**src/rtl/iter_divider.sv**
```systemverilog
// iter_divider: multi-cycle restoring integer divider covering DIV, DIVU, REM and REMU.
// Operands are converted to magnitudes on acceptance. One quotient bit is resolved per
// cycle for XLEN cycles, then the sign fix-up is applied on the way into DONE.
// Divide-by-zero and MIN/-1 give the results the RISC-V M extension defines.
// Optional macro DIV_FAST_SPECIAL_EN: a zero divisor or a zero dividend goes straight
// from IDLE to DONE and skips the iteration.
module iter_divider #(
  parameter  int XLEN  = 32,
  localparam int CNT_W = $clog2(XLEN + 1)
) (
  input  logic            clk,
  input  logic            rst,
  input  logic            flush,
  input  logic            in_valid,
  output logic            in_ready,
  input  logic [1:0]      op,
  input  logic [XLEN-1:0] a,
  input  logic [XLEN-1:0] b,
  output logic            out_valid,
  input  logic            out_ready,
  output logic [XLEN-1:0] result,
  output logic            div_zero,
  output logic            busy
);

  localparam logic [XLEN-1:0]  ONE      = XLEN'(1);
  localparam logic [CNT_W-1:0] CNT_ONE  = CNT_W'(1);
  localparam logic [CNT_W-1:0] CNT_INIT = CNT_W'(XLEN);

  typedef enum logic [1:0] {
    IDLE = 2'd0,
    CALC = 2'd1,
    DONE = 2'd2
  } state_t;

  state_t            state, state_nxt;
  logic              accept;
  logic              fast;
  logic [CNT_W-1:0]  cnt;
  logic [XLEN-1:0]   rem_q, quo_q, dvsr_q, a_orig_q;
  logic [1:0]        op_q;
  logic              a_neg_q, b_neg_q;
  logic [XLEN-1:0]   result_q;
  logic              div_zero_q;
  logic [XLEN-1:0]   a_abs, b_abs;
  logic [XLEN:0]     rem_sh, trial;
  logic [XLEN-1:0]   rem_step, quo_step;

  // Two's-complement negate when en is set.
  function automatic logic [XLEN-1:0] neg_if(input logic [XLEN-1:0] v, input logic en);
    return en ? (~v + ONE) : v;
  endfunction

  // Converts the final magnitude quotient/remainder into the architectural result.
  // MIN / -1 needs no special case: |MIN| is MIN, |−1| is 1, and the signs match.
  function automatic logic [XLEN-1:0] fixup(
    input logic [XLEN-1:0] quo,
    input logic [XLEN-1:0] rem,
    input logic [1:0]      opv,
    input logic            a_neg,
    input logic            b_neg,
    input logic            bzero,
    input logic [XLEN-1:0] a_orig
  );
    logic is_signed;
    is_signed = ~opv[0];
    if (bzero)
      return opv[1] ? a_orig : '1;
    else if (opv[1])
      return neg_if(rem, is_signed & a_neg);
    else
      return neg_if(quo, is_signed & (a_neg ^ b_neg));
  endfunction

  // Magnitudes are taken only for signed ops with the sign bit set.
  always_comb begin
    a_abs = neg_if(a, ~op[0] & a[XLEN-1]);
    b_abs = neg_if(b, ~op[0] & b[XLEN-1]);
  end

`ifdef DIV_FAST_SPECIAL_EN
  logic [XLEN-1:0] fast_result;
  assign fast        = (b == '0) || (a == '0);
  assign fast_result = (b == '0) ? (op[1] ? a : '1) : '0;
`else
  assign fast = 1'b0;
`endif

  // One restoring step: shift {rem, quo} left, subtract the divisor, keep the difference if it is non-negative.
  always_comb begin
    rem_sh = {rem_q, quo_q[XLEN-1]};
    trial  = rem_sh - {1'b0, dvsr_q};
    if (!trial[XLEN]) begin
      rem_step = trial[XLEN-1:0];
      quo_step = {quo_q[XLEN-2:0], 1'b1};
    end else begin
      rem_step = rem_sh[XLEN-1:0];
      quo_step = {quo_q[XLEN-2:0], 1'b0};
    end
  end

  // State register.
  always_ff @(posedge clk or negedge rst) begin
    if (!rst) state <= IDLE;
    else      state <= state_nxt;
  end

  // Next state and handshake outputs; flush overrides every transition.
  always_comb begin
    state_nxt = state;
    accept    = 1'b0;
    in_ready  = (state == IDLE);
    out_valid = (state == DONE);
    busy      = (state != IDLE);
    case (state)
      IDLE: begin
        if (in_valid && !flush) begin
          accept    = 1'b1;
          state_nxt = fast ? DONE : CALC;
        end
      end
      CALC: if (cnt == CNT_ONE) state_nxt = DONE;
      DONE: if (out_ready)      state_nxt = IDLE;
      default: state_nxt = IDLE;
    endcase
    if (flush) state_nxt = IDLE;
  end

  // Counter and visible results: these return to zero on reset.
  always_ff @(posedge clk or negedge rst) begin
    if (!rst) begin
      cnt        <= '0;
      result_q   <= '0;
      div_zero_q <= 1'b0;
    end else if (accept) begin
      cnt        <= CNT_INIT;
      div_zero_q <= (b == '0);
`ifdef DIV_FAST_SPECIAL_EN
      result_q   <= fast_result;
`endif
    end else if (state == CALC) begin
      cnt <= cnt - CNT_ONE;
      if (cnt == CNT_ONE)
        result_q <= fixup(quo_step, rem_step, op_q, a_neg_q, b_neg_q, div_zero_q, a_orig_q);
    end
  end

  // Iteration datapath: loaded on acceptance, advanced once per CALC cycle.
  always_ff @(posedge clk) begin
    if (accept) begin
      rem_q    <= '0;
      quo_q    <= a_abs;
      dvsr_q   <= b_abs;
      op_q     <= op;
      a_neg_q  <= a[XLEN-1];
      b_neg_q  <= b[XLEN-1];
      a_orig_q <= a;
    end else if (state == CALC) begin
      rem_q <= rem_step;
      quo_q <= quo_step;
    end
  end

  assign result   = result_q;
  assign div_zero = div_zero_q;

endmodule

```
**config.mk**
```make
export PLATFORM = sky130hd
export DESIGN_NAME = iter_divider
export DESIGN_NICKNAME = d
export VERILOG_FILES = /design/src/rtl/iter_divider.sv
export SDC_FILE = /design/constraint.sdc
export NUM_CORES = 1
export LEC_CHECK = 0
export BUFFER_PORTS_ARGS = -buffer_cell sky130_fd_sc_hd__buf_2
export CAP_MARGIN = 20
export CORE_MARGIN = 2
export CORE_UTILIZATION = 35
export DETAILED_ROUTE_END_ITERATION = 7
export SYNTH_ARGS = -nofsm -noshare
export SYNTH_HDL_FRONTEND = slang
export SYNTH_SLANG_ARGS = --single-unit
```
**constraint.sdc**
```tcl
create_clock -name clk -period 4.93 [get_ports clk]
set_clock_uncertainty 0.15 [all_clocks]
set_input_delay 0.493 -clock clk [delete_from_list [all_inputs] [get_ports clk]]
set_output_delay 0.493 -clock clk [all_outputs]
set_load 0.05 [all_outputs]
```
==> impl_results.md <==
* Mux cell area share after synthesis at 0.0164
* Max frequency at 0.212 GHz
* Simple-gate area share of the yosys netlist at 0.197
* Htree depth at 4
* Slowest-stage cell, CP: or4_4
* Maximum VDD drop at 396 uV
* Compound-Gate Fraction of Synth Area at 0.224
* Worst setup SP type: flop
* Clock latency on the worst-skew pair at 460 ps
* TNS Setup at 0 ps
* CP max FO at 6
* Netlist cell types at 86
* Data arrival, critical path at 4910 ps
* Cell Pwr Density at 511 nW/um^2
* Worst Slack Setup Final at 203 ps
* Total vias in the final route at 11264
* Antenna cells at 0
* FILL cells at 3471
* Final Setup Violations at 0
* Synthesized net count at 1544
* CTS Buffer Depth at 2
* Largest stage delay, worst path at 550 ps
* Overflow after GRT at 0
* Syn avg cell area at 8.58 um^2
* Crit end category: flop
* Final Power at just over 7 mW
* Placement Cell Area at 13400 um^2
* Slew HR at 0.328
* CP Data Required Time at just over 5000 ps
* Hold_ws at 62.0 ps
* Area grow syn2layout at 14.2%
* Status: finished, final reports clean
* Final #Nets at about 1600
* Setup WS pre-CTS at ~180 ps
* Area of the core at roughly 35000 um^2
* Post-synth EDFFs at 99
* Gpl congestion at between 0.8 and 0.9
* Commonest non-fill, non-tap cell in the layout: nand2_1
* Sequential fraction of the synthesis area at 0.377
* Routed wire length at 37900 um
* ANT nets after route at 0
* Share of layout cells above drive strength 1 at 0.146
* Largest net degree at the start of global routing at 67
* Area share of fa/ha/maj cells after synthesis at 0.0403
* Multi-input combinational cell area at 7110 um^2
* P_leak at 5.60 nW
* Xor/xnor share of the synthesized area at 0.0968
* Initial DRC count at 1025
* Main combinational cell family by area after synthesis: compound AO/OA/AOI/OAI gates
* Gr usage total at 0.208
* Die Ht at 192 um
* Worst min path class: in -> reg
* Min Tclk post-route at 4730 ps
* Final hold vios at 0
* Initial antenna violation count at 0
* Clk sinks at 172
* Clock tree root driver cell: clkbuf_16
* TritonCTS buffer count at 17
* Cells after Synth at 1434
* Slew Viols, Final at 0
* Post-synthesis cell area at 12300 um^2
* Critical path class: reg -> reg
* Worst-path clk slew at about 80 ps
* Ys async rst share at 0.238
* CTS tree: yes
* Slew @ Worst Pin at slightly below 1000 ps
* Per-cell routed wire length at 18.9 um
* Yosys warns at 0
* DR vias/cell at roughly 5.6
* Reg area at ~4600 um^2
* Fin crit share at 0.959
* Seq cells post-synth at approximately 170
* Post-route cell area at between 10000 and 15000 um^2
* Most common flop cell mapped by yosys: edfxtp_1
* Final HPWL DP at around 29000 um
* Commonest cells after routing, fill and taps aside: nand2_1, o21ai_0, a21oi_1, buf_2, nor2_1
* Crit-path cells: ha_1 > a21oi_1 > o21ai_1 > a221o_1 > or3_1 > o211a_4 > inv_2 > nor2_1 > a21oi_2 > ha_1 > nand4_1 > or4_4 > o31ai_2 > buf_4 > nand3_1 > o41ai_2 > xor2_1 > o21ai_1
* Full die area at 36700 um^2
* Vias in the first global route at 10762
* Starting Density at 0.355
* Port buffer count at roughly 110
* Max Cap Viol at 0
* I/O pin total at 107
* Initial DRT Pass Iterations at 6
* DIE WIDTH at about 190 um
* Global-route wire length before repair at slightly below 60000 um
* Site Rows at 68
* DRC violations left at 0
==> metrics by stage <==
step / utilization / std cells
floorplan: - / 1434
global placement: 0.386 / 1962
detailed placement: 0.387 / 1964
CTS: 0.403 / 1996
global route: 0.406 / 2001
finish: 0.406 / 2001
==> cell type report <==
cell class	instances	area share
well taps	455	0.0405
clock buffers	19	0.0323
clock inverters	13	0.00739
repair buffers	157	0.0668
inverters	63	0.0168
flip-flops and latches	172	0.330
multi-input cells	1122	0.506
==> sequential cells by signal, summed over array words and instances, names as in the netlist <==
name and flops:
op_q 2, cnt 6, quo_q 32, rem_q 32, b_neg_q 1, div_zero 1, a_orig_q 32, dvsr_q 32
result 32, state 2
==> cell usage after synthesis, types with 6 or more instances <==
cell,number,area share
dfrtp_1,41,0.083
o31ai_1,21,0.013
a211oi_1,7,0.0043
dfxtp_1,32,0.052
o21ai_1,11,0.0045
nor2b_1,12,0.0061
and3_1,11,0.0056
nand2b_1,17,0.0086
a221oi_1,7,0.0050
nor3_1,40,0.016
and4_1,6,0.0043
nor2_1,104,0.032
edfxtp_1,99,0.24
mux2i_1,19,0.015
a21oi_1,118,0.048
and2_1,6,0.0031
buf_1,8,0.0024
or4_1,13,0.0079
nor4_1,17,0.0086
buf_2,11,0.0045
or3_1,21,0.011
nand2_1,172,0.052
xor2_1,64,0.046
buf_6,6,0.0055
o41ai_1,15,0.011
ha_1,38,0.039
inv_1,60,0.018
nand3_1,27,0.011
nand3b_1,10,0.0061
a21o_1,9,0.0055
a22o_1,8,0.0057
clkbuf_1,49,0.015
a221o_1,6,0.0049
o21ai_0,126,0.051
a31oi_1,17,0.0086
o22ai_1,11,0.0056
o21a_1,11,0.0067
o211ai_1,10,0.0061
xnor2_1,72,0.051
nand4_1,14,0.0071
==> where the power goes <==
group / switching [mW] / internal [mW] / leakage [nW]
Clock: 0.650 / 0.688 / 0.281
Combinational: 2.36 / 1.32 / 3.57
Sequential: 0.329 / 1.84 / 1.74
==> path summary, 6_finish.rpt <==
kind	start	endpoint	slack [ps]	cells after the start
max in group asynchronous	rst	result[24]$_DFFE_PN0P_	3940	3
max reg2reg	rem_q[26]$_SDFFE_PP0P_	result[28]$_DFFE_PN0P_	200	18
min in group asynchronous	rst	state[1]$_DFFE_PN0P_	240	2
max	rem_q[26]$_SDFFE_PP0P_	result[28]$_DFFE_PN0P_	200	18
min	flush	state[1]$_DFFE_PN0P_	60	2
min reg2reg	result[11]$_DFFE_PN0P_	result[11]$_DFFE_PN0P_	330	2
==> repair_timing <==
item,in CTS,in global routing
hold endpoints to repair,0,41
setup buffers,0,3
endpoints found under the setup margin,0,5
hold buffers,0,1
resized for setup,0,10
==> logic make-up (layout without fill, tap and decap cells) <==
logic type      after synthesis  in the layout
fa+ha+maj                    39             39
flops                       172            172
mux                          20             20
buf+inv                     140            252
simple gates                493            493
xor+xnor                    136            136
compound gates              434            434
==> metal layers <==
metal  up-vias  part of all wire  global-route usage  routed length, um
met1      5441              0.45               0.280              17100
li1       5458                 -                   -                  -
met4         0             0.025              0.0692                959
met5         -                 0                   0                  0
met2       310              0.48               0.340              18000
met3        55             0.047              0.0323               1800
==> worst max-delay path, delay by kind of cell (launching register included) <==
family | cells | cell delay [ps]
AO/OA/AOI/OAI | 8 | 1790
XOR/XNOR | 1 | 190
adder cells (fa/ha/maj) | 2 | 500
buffers and inverters | 2 | 280
flip-flops | 1 | 430
AND/OR/NAND/NOR | 5 | 1290
Note: power is estimated with default switching activity, not from simulation.
